## src/rtl/lcd_pkg.sv

```systemverilog
// rtl/lcd_pkg.sv - shared types and constants for the HD44780 command driver
package lcd_pkg;

    typedef enum logic [2:0] {
        ST_IDLE  = 3'd0,
        ST_SETUP = 3'd1,
        ST_PULSE = 3'd2,
        ST_HOLD  = 3'd3,
        ST_WAIT  = 3'd4
    } lcd_state_e;

    localparam int LCD_ON_BIT   = 31;
    localparam int LCD_STRB_BIT = 10;
    localparam int LCD_RS_BIT   = 9;

    // Clear display and return home need the long execution time; 0x03 is home with a don't-care bit.
    localparam logic [7:0] LCD_CMD_CLEAR    = 8'h01;
    localparam logic [7:0] LCD_CMD_HOME     = 8'h02;
    localparam logic [7:0] LCD_CMD_HOME_ALT = 8'h03;

    function automatic logic is_long_cmd(input logic rs, input logic [7:0] data);
        return !rs && (data == LCD_CMD_CLEAR || data == LCD_CMD_HOME || data == LCD_CMD_HOME_ALT);
    endfunction

endpackage

```

## src/rtl/lcd_cmd_fifo.sv

```systemverilog
// rtl/lcd_cmd_fifo.sv - command queue; a push while full is accepted when a pop happens in the same cycle
module lcd_cmd_fifo #(
    parameter int DEPTH = 4,
    parameter int WIDTH = 9
) (
    input  logic             i_clk,
    input  logic             i_rst,
    input  logic             push_i,
    input  logic [WIDTH-1:0] wdata_i,
    input  logic             pop_i,
    output logic [WIDTH-1:0] rdata_o,
    output logic             full_o,
    output logic             empty_o
);

    localparam int AW = $clog2(DEPTH);
    localparam int CW = $clog2(DEPTH + 1);

    logic [WIDTH-1:0] mem_q [DEPTH];
    logic [AW-1:0]    wr_ptr_q, rd_ptr_q;
    logic [CW-1:0]    count_q, count_d;
    logic             push_ok, pop_ok;

    assign full_o  = (count_q == CW'(DEPTH));
    assign empty_o = (count_q == '0);
    assign pop_ok  = pop_i & ~empty_o;
    assign push_ok = push_i & (~full_o | pop_ok);
    assign rdata_o = mem_q[rd_ptr_q];

    always_comb begin
        count_d = count_q;
        case ({push_ok, pop_ok})
            2'b10:   count_d = count_q + 1'b1;
            2'b01:   count_d = count_q - 1'b1;
            default: count_d = count_q;
        endcase
    end

    always_ff @(posedge i_clk or posedge i_rst) begin
        if (i_rst) begin
            wr_ptr_q <= '0;
            rd_ptr_q <= '0;
            count_q  <= '0;
        end else begin
            if (push_ok) wr_ptr_q <= wr_ptr_q + 1'b1;
            if (pop_ok)  rd_ptr_q <= rd_ptr_q + 1'b1;
            count_q <= count_d;
        end
    end

    always_ff @(posedge i_clk) begin
        if (push_ok) mem_q[wr_ptr_q] <= wdata_i;
    end

endmodule

```

## src/rtl/lcd_cmd_driver.sv

```systemverilog
// rtl/lcd_cmd_driver.sv - queues LSU writes to the LCD register and replays them as timed HD44780 bus cycles
module lcd_cmd_driver
    import lcd_pkg::*;
#(
    parameter int T_SETUP    = 4,
    parameter int T_EN       = 25,
    parameter int T_HOLD     = 4,
    parameter int T_EXEC     = 2000,
    parameter int T_LONG     = 82000,
    parameter int FIFO_DEPTH = 4
) (
    input  logic        i_clk,
    input  logic        i_rst,
    input  logic [31:0] i_lcd_word,
    output logic        o_lcd_on,
    output logic        o_lcd_rs,
    output logic        o_lcd_rw,
    output logic        o_lcd_en,
    output logic [7:0]  o_lcd_data,
    output logic        o_busy,
    output logic        o_overflow
);

    localparam int CNT_W = $clog2(T_LONG + 1);

    lcd_state_e       state_q, state_d;
    logic [CNT_W-1:0] cnt_q, cnt_d;
    logic             rs_q, rs_d;
    logic [7:0]       data_q, data_d;
    logic             strb_q, arm_q, lcd_on_q, overflow_q;
    logic             capture, pop, drop;
    logic             fifo_full, fifo_empty;
    logic [8:0]       fifo_rdata;
    logic             unused_word;

    assign unused_word = ^{i_lcd_word[30:11], i_lcd_word[8]};

    // arm_q masks the first cycle out of reset so a strobe already high is not seen as an edge.
    assign capture = arm_q & i_lcd_word[LCD_STRB_BIT] & ~strb_q & i_lcd_word[LCD_ON_BIT];
    assign drop    = capture & fifo_full & ~pop;

    lcd_cmd_fifo #(
        .DEPTH (FIFO_DEPTH),
        .WIDTH (9)
    ) u_fifo (
        .i_clk   (i_clk),
        .i_rst   (i_rst),
        .push_i  (capture),
        .wdata_i ({i_lcd_word[LCD_RS_BIT], i_lcd_word[7:0]}),
        .pop_i   (pop),
        .rdata_o (fifo_rdata),
        .full_o  (fifo_full),
        .empty_o (fifo_empty)
    );

    always_comb begin
        state_d = state_q;
        cnt_d   = cnt_q;
        rs_d    = rs_q;
        data_d  = data_q;
        pop     = 1'b0;
        case (state_q)
            ST_IDLE: begin
                if (!fifo_empty) begin
                    pop            = 1'b1;
                    {rs_d, data_d} = fifo_rdata;
                    cnt_d          = CNT_W'(T_SETUP - 1);
                    state_d        = ST_SETUP;
                end
            end
            ST_SETUP: begin
                if (cnt_q == '0) begin
                    cnt_d   = CNT_W'(T_EN - 1);
                    state_d = ST_PULSE;
                end else begin
                    cnt_d = cnt_q - 1'b1;
                end
            end
            ST_PULSE: begin
                if (cnt_q == '0) begin
                    cnt_d   = CNT_W'(T_HOLD - 1);
                    state_d = ST_HOLD;
                end else begin
                    cnt_d = cnt_q - 1'b1;
                end
            end
            ST_HOLD: begin
                if (cnt_q == '0) begin
                    cnt_d   = is_long_cmd(rs_q, data_q) ? CNT_W'(T_LONG - 1) : CNT_W'(T_EXEC - 1);
                    state_d = ST_WAIT;
                end else begin
                    cnt_d = cnt_q - 1'b1;
                end
            end
            ST_WAIT: begin
                if (cnt_q == '0) state_d = ST_IDLE;
                else             cnt_d   = cnt_q - 1'b1;
            end
            default: state_d = ST_IDLE;
        endcase
    end

    always_ff @(posedge i_clk or posedge i_rst) begin
        if (i_rst) begin
            state_q    <= ST_IDLE;
            cnt_q      <= '0;
            rs_q       <= 1'b0;
            data_q     <= 8'h00;
            strb_q     <= 1'b0;
            arm_q      <= 1'b0;
            lcd_on_q   <= 1'b0;
            overflow_q <= 1'b0;
        end else begin
            state_q    <= state_d;
            cnt_q      <= cnt_d;
            rs_q       <= rs_d;
            data_q     <= data_d;
            strb_q     <= i_lcd_word[LCD_STRB_BIT];
            arm_q      <= 1'b1;
            lcd_on_q   <= i_lcd_word[LCD_ON_BIT];
            overflow_q <= overflow_q | drop;
        end
    end

    // EN decodes straight from the async-reset state register, so reset drops it without a clock.
    assign o_lcd_en   = (state_q == ST_PULSE);
    assign o_lcd_on   = lcd_on_q;
    assign o_lcd_rs   = rs_q;
    assign o_lcd_rw   = 1'b0;
    assign o_lcd_data = data_q;
    assign o_busy     = (state_q != ST_IDLE) | ~fifo_empty;
    assign o_overflow = overflow_q;

endmodule

```

## config.mk

```make
export PLATFORM = sky130hd
export DESIGN_NAME = lcd_cmd_driver
export DESIGN_NICKNAME = d
export VERILOG_FILES = /design/src/rtl/lcd_pkg.sv /design/src/rtl/lcd_cmd_fifo.sv /design/src/rtl/lcd_cmd_driver.sv
export SDC_FILE = /design/constraint.sdc
export NUM_CORES = 1
export LEC_CHECK = 0
export CAP_MARGIN = 40
export CORE_UTILIZATION = 55
export CTS_CLUSTER_DIAMETER = 30
export DETAILED_ROUTE_END_ITERATION = 10
export GPL_ROUTABILITY_DRIVEN = 0
export PLACE_DENSITY_LB_ADDON = 0.2
export SLEW_MARGIN = 5
export SYNTH_ARGS = -nofsm -noshare
export SYNTH_HDL_FRONTEND = slang
export SYNTH_HIERARCHICAL = 1
export SYNTH_SLANG_ARGS = --single-unit
export TNS_END_PERCENT = 20
```

## constraint.sdc

```tcl
create_clock -name i_clk -period 3.33 [get_ports i_clk]
set_clock_uncertainty 0.15 [all_clocks]
set_input_delay 0.666 -clock i_clk [delete_from_list [all_inputs] [get_ports i_clk]]
set_output_delay 0.666 -clock i_clk [all_outputs]
set_load 0.1 [all_outputs]
```

; After elaboration in Yosys (flattened, before gate mapping)
; Memory sizes are Yosys's and may differ from the RTL's. A register that Yosys moved wholly into a read port is not among the register bits.
; Cells that the tools add are included.
[op_classes]
n_bitwise = 14
n_addsub = 5
n_reduce_logical = 13
n_mux = 18
eq_ne = 16
[ops]
columns = op, count
row1 = $mux 17, 6
row2 = $pmux 17 s5, 1
row3 = $logic_not 17->1, 1
row4 = $sub 17x1->17 const B, 1
row5 = $eq 8x2->1 const B, 2
row6 = $mux 3, 5
row7 = $pmux 3 s5, 1
row8 = $ne 2x2->1 const B, 5
row9 = $eq 8x1->1 const B, 1
row10 = $and 1x1->1, 7
row11 = $eq 3x2->1 const B, 2
row12 = $eq 3x3->1 const B, 2
row13 = $logic_not 3->1, 2
row14 = $pmux 3 s2, 1
row15 = $reduce_and 5->1, 1
row16 = $reduce_bool 5->1, 1
row17 = $add 2x1->2 const B, 2
row18 = $mux 1, 4
row19 = $not 1->1, 4
row20 = $add 3x1->3 const B, 1
row21 = $eq 3x1->1 const B, 1
row22 = $or 1x1->1, 3
row23 = $reduce_and 3->1, 1
row24 = $reduce_bool 3->1, 1
row25 = other kinds (9), 10
[totals]
reg_bits = 31
wordCells = 76
mem_count = 1
out_inout_bits = 14
ram_bits = 36
[mem_list]
columns = name, depth, word_bits, read_ports, rd_ports_with_merged_regs, wr, line
row1 = u_fifo.mem_q, 4, 9, 1, 1, 1, lcd_cmd_fifo.sv:19  ; logic [WIDTH-1:0] mem_q [DEPTH];

; Logic depth before layout (Yosys ltp)
[logic_depth]
depth_word = 8
depth_mapped = 12
mapped_depth_nobuf = 8

; By module
; Netlist, hierarchy kept.
[modules_own_cells]
columns = module, cells_per_inst, area_each_um2, seq_area_each_um2, n_inst
row1 = lcd_cmd_driver, 216, 2011.9, 825.8, 1
row2 = lcd_cmd_fifo, 101, 1818.0, 1256.2, 1

; Least setup slack after synthesis
; No wires, ideal clock.
[synth_timing]
path_type = flip-flop to flip-flop
startpoint = register state_q[1]
endpoint = register u_fifo.count_q[2]
setup_slack_ns = 0.347
path_stages_with_launch = 13
t_required_ns = 3.050
period_less_slack_ns = 2.983
setup_time_ns = 0.130
arrival_time_ns = 2.703
path_cell_list = dfrtp_1 > buf_2 > or2_2 > buf_2 > nor3_1 > buf_2 > buf_6 > nand2b_1 > or2_2 > fa_1 > nand2b_1 > o211ai_1 > nand3_1
[synth_between]
elab_chain_cells = 7
word_cells_on_any_way = 9
classes_between = eq/ne: 2 / mux: 2 / bitwise: 3 / reduce/logical: 2
[synth_rtl]
columns = element, line
row1 = start: declaration, lcd_cmd_driver.sv:26  ; lcd_state_e state_q, state_d;
row2 = start signal: assignment, lcd_cmd_driver.sv:114  ; state_q <= state_d;
row3 = $logic_not 3->1 *, lcd_cmd_driver.sv:62  ; case (state_q)
row4 = $mux 1 *, lcd_cmd_driver.sv:62
row5 = named net pop, lcd_cmd_driver.sv:31  ; logic capture, pop, drop;
row6 = $and 1x1->1 *, lcd_cmd_fifo.sv:26  ; assign pop_ok = pop_i & ~empty_o;
row7 = $or 1x1->1, lcd_cmd_fifo.sv:27  ; assign push_ok = push_i & (~full_o | pop_ok);
row8 = $and 1x1->1, lcd_cmd_fifo.sv:27
row9 = $eq 2x1->1 / $eq 2x2->1 (equally long branches), lcd_cmd_fifo.sv:32  ; case ({push_ok, pop_ok})
row10 = $pmux 3 s2 / $reduce_bool 2->1 (equally long branches), -
row11 = end signal: assignment, lcd_cmd_fifo.sv:47  ; count_q <= count_d;
row12 = end: declaration, lcd_cmd_fifo.sv:21  ; logic [CW-1:0] count_q, count_d;
; The timed path passes the listed nets; every way through them passes the cells marked *.
; A chain may end at the register's enable or synchronous reset.

; Worst setup path after layout
[layout_timing]
startpoint = register u_fifo.count_q[1]
endpoint = output o_busy
[layout_between]
elab_chain_cells = 3
[layout_rtl]
columns = element, line
row1 = $logic_not 3->1, lcd_cmd_fifo.sv:25  ; assign empty_o = (count_q == '0);
row2 = named net fifo_empty, lcd_cmd_driver.sv:32  ; logic fifo_full, fifo_empty;
row3 = $not 1->1, lcd_cmd_driver.sv:131  ; assign o_busy = (state_q != ST_IDLE) | ~fifo_empty;
row4 = $or 1x1->1, lcd_cmd_driver.sv:131
row5 = end: declaration, lcd_cmd_driver.sv:20  ; output logic o_busy,
; The timed path passes the listed nets, and every way through them passes these cells.

==> metrics <==
FP Rows=30; DP HPWL=5069 µm; CTS resizes=0; Finished Core Util=64.63%; main combinational cell family by area after synthesis=simple AND/OR/NAND/NOR gates; grt ovf=0; Post-Synth Simple-Gate Area=16.56%; remaining antenna violation count=0; # port buffers=25; Tot Pwr=3.761 mW; Post-synth EDFFs=36; CP required=2.51 ns; Max IR drop VDD=411.8 µV; hold slack=0.3401 ns; initial antenna violation count=0; syn avg cell area=12.08 µm²; #FFs+latches synth=76; count of buffer and inverter cells on the critical path=4; vias per cell=6.060; Fmax=369.6 MHz; CP Class=flop to output pin; H-tree lvl count=3; Cell Pwr Density=861.4 nW/µm²; IO Pins=48; mux share of post-synthesis cell area=9.115%; Fin. Hold Viols=0; Synth-to-Final Area Change=14.02%; Initial DRC Count=83; Most used DFF post-synth=dfrtp_1; synth warn=6; Crit. Startpoint=u_fifo/count_q[1]; DRC=0; sequential share of the synthesized area=54.36%; core footprint=6756 µm²; Area contributors post-synth=edfxtp_1, dfrtp_1, mux4_2, mux2_2, ha_1; fin crit share=81.25%; nets@finish=389; Worst R2R Start=cnt_q[0]; post-synth cell types=68; Synth Area in Adders=2.483%; Max Cap Viol=0; Worst Path Arrival=1.89 ns; post-layout min period=2.706 ns; postcts setup bufs=0; Num CTS Buffers=9; count leader, synth=dfrtp_1; pin count of the biggest net entering global routing=34; Die X=85.45 µm; Max-slew headroom=56.01%; crit path capture type=output pin; max incr delay on CP=0.46 ns; Initial Utilization=56.69%; Max Transition Viols Final=0; Post-Synthesis Cells=317; Hold Buf Count CTS=0; clock sink count=76; # setup viols final=0; wire per inst=16.93 µm; Vert. Die Dim=85.45 µm; Filler Cell Count=534; share of the synthesized area in the top cell type=28.23%; Routed WL=7330 µm; drt first pass iters=5; crit-path leading delay family=buffers and inverters; Vias=2624; Leak=1.696 nW; Startpoint Class=flop; syn nets=358; Syn Std Cell Area=3830 µm²; GRT Overall Usage=21.98%; maximum fanout along the worst path=7; vias in the first global route=2565; outcome=complete, no violations; Crit-path slowest cell=dfrtp_1; Hold/Removal Path Class=flop to flop; setup_tns=0 ns; Most common cell on crit path=buf_4; xor and xnor fraction of the mapped netlist area=2.516%; clock latency on the worst-skew pair=0.35 ns; clock root cell=clkbuf_8; Hold Crit Start=o_overflow; CP cell instances=nor3_1 -> buf_4 -> nor4b_2 -> buf_4 -> inv_1 -> buf_12; number of inserted diodes=0; global-route wire length before repair=12280 µm; Yosys top cell by area=edfxtp_1; unrepaired setup endpoints after global routing=false; layout cells sized above 1=21.53%; DIE AREA=7301 µm²; worst slew pin tran=0.6545 ns; Clock Pin Slew Worst Setup and Hold Paths=0.09 ns; Compound-Gate Fraction of Synth Area=10.85%; Longest Clk Path Bufs=2; Post-synth top cells=dfrtp_1, edfxtp_1, nand2_1, nand3_1; Async SR Flop Fraction=52.63%; CTS tree=done
-- state kept, by name, indices dropped and copies added, names as in the netlist --
register / flops
u_fifo/wr_ptr_q: 2
u_fifo/rd_ptr_q: 2
state_q: 3
o_lcd_on: 1
u_fifo/count_q: 3
cnt_q: 17
o_lcd_rs: 1
o_lcd_data: 8
o_overflow: 1
strb_q: 1
arm_q: 1
u_fifo/mem_q: 36
-- stage by stage --
stage	cell area (µm²)	std cells	setup slack, ns
3_3_place_gp	4154	417	0.6072
2_1_floorplan	3830	317	0.3471
6_report	4367	433	0.6245
5_1_grt	4367	433	0.5209
4_1_cts	4367	433	0.6183
3_5_place_dp	4154	417	0.5800
-- metal layers --
metal	vias up	global-route usage, %	wire length (µm)
met5	-	0	0
met4	0	10.30	167
met3	14	3.794	250
met2	66	36.07	3606
met1	1285	28.66	3306
li1	1259	-	-
-- worst reg2reg max path: stages (launching register included) --
cell     delay [ns]
dfrtp_1        0.46
inv_1          0.12
ha_1           0.25
nor4b_1        0.16
and4_1         0.33
buf_4          0.24
or2_2          0.33
or4_1          0.46
nand3_1        0.09
-- kinds of logic after synthesis --
kind of cell	Yosys count
and+or+nand+nor	110
DFF	76
AOI/OAI and AO/OA	58
buffers and inverters	31
muxes	22
xor gates and xnor gates	11
adders and majority gates	7
other	2
-- power breakdown --
| part | switching [mW] | internal, mW |
|---|---|---|
| combinational | 1.00 | 0.563 |
| sequential | 0.260 | 1.18 |
| clock | 0.388 | 0.366 |
| total | 1.65 | 2.11 |
-- worst paths after layout --
| check | slack (ns) | cells after the start | endpoint |
|---|---|---|---|
| min | 0.34 | 1 | o_overflow |
| max in group asynchronous | 2.14 | 3 | o_lcd_rs |
| min reg2reg | 0.34 | 1 | o_overflow |
| max reg2reg | 0.68 | 8 | cnt_q[10] |
| min in group asynchronous | 0.43 | 2 | u_fifo/rd_ptr_q[0] |
| max | 0.62 | 6 | o_busy |
-- cell type report --
cell class	instances	area, µm²	share of cell area [%]
clock buffer	9	123.9	2.837
clock inverter	7	88.84	2.034
inverter	15	56.30	1.289
multi-input combinational	210	1603	36.70
sequential	76	2082	47.68
tap	80	100.1	2.292
timing repair buffer	36	312.8	7.163
-- cell usage in the layout (no fill, tap or decap), drive strengths merged, types with 10 or more instances in the layout --
cell | synthesis | final
nor3 | 13 | 13
a21oi | 10 | 10
o21ai | 10 | 10
nand3 | 15 | 15
buf | 14 | 24
dfrtp | 40 | 40
nor4 | 10 | 10
edfxtp | 36 | 36
nand2 | 15 | 15
clkdlybuf4s50 | 0 | 12
inv | 14 | 18
nor2 | 15 | 15
mux2 | 10 | 10
(Power assumes the default switching activity.)
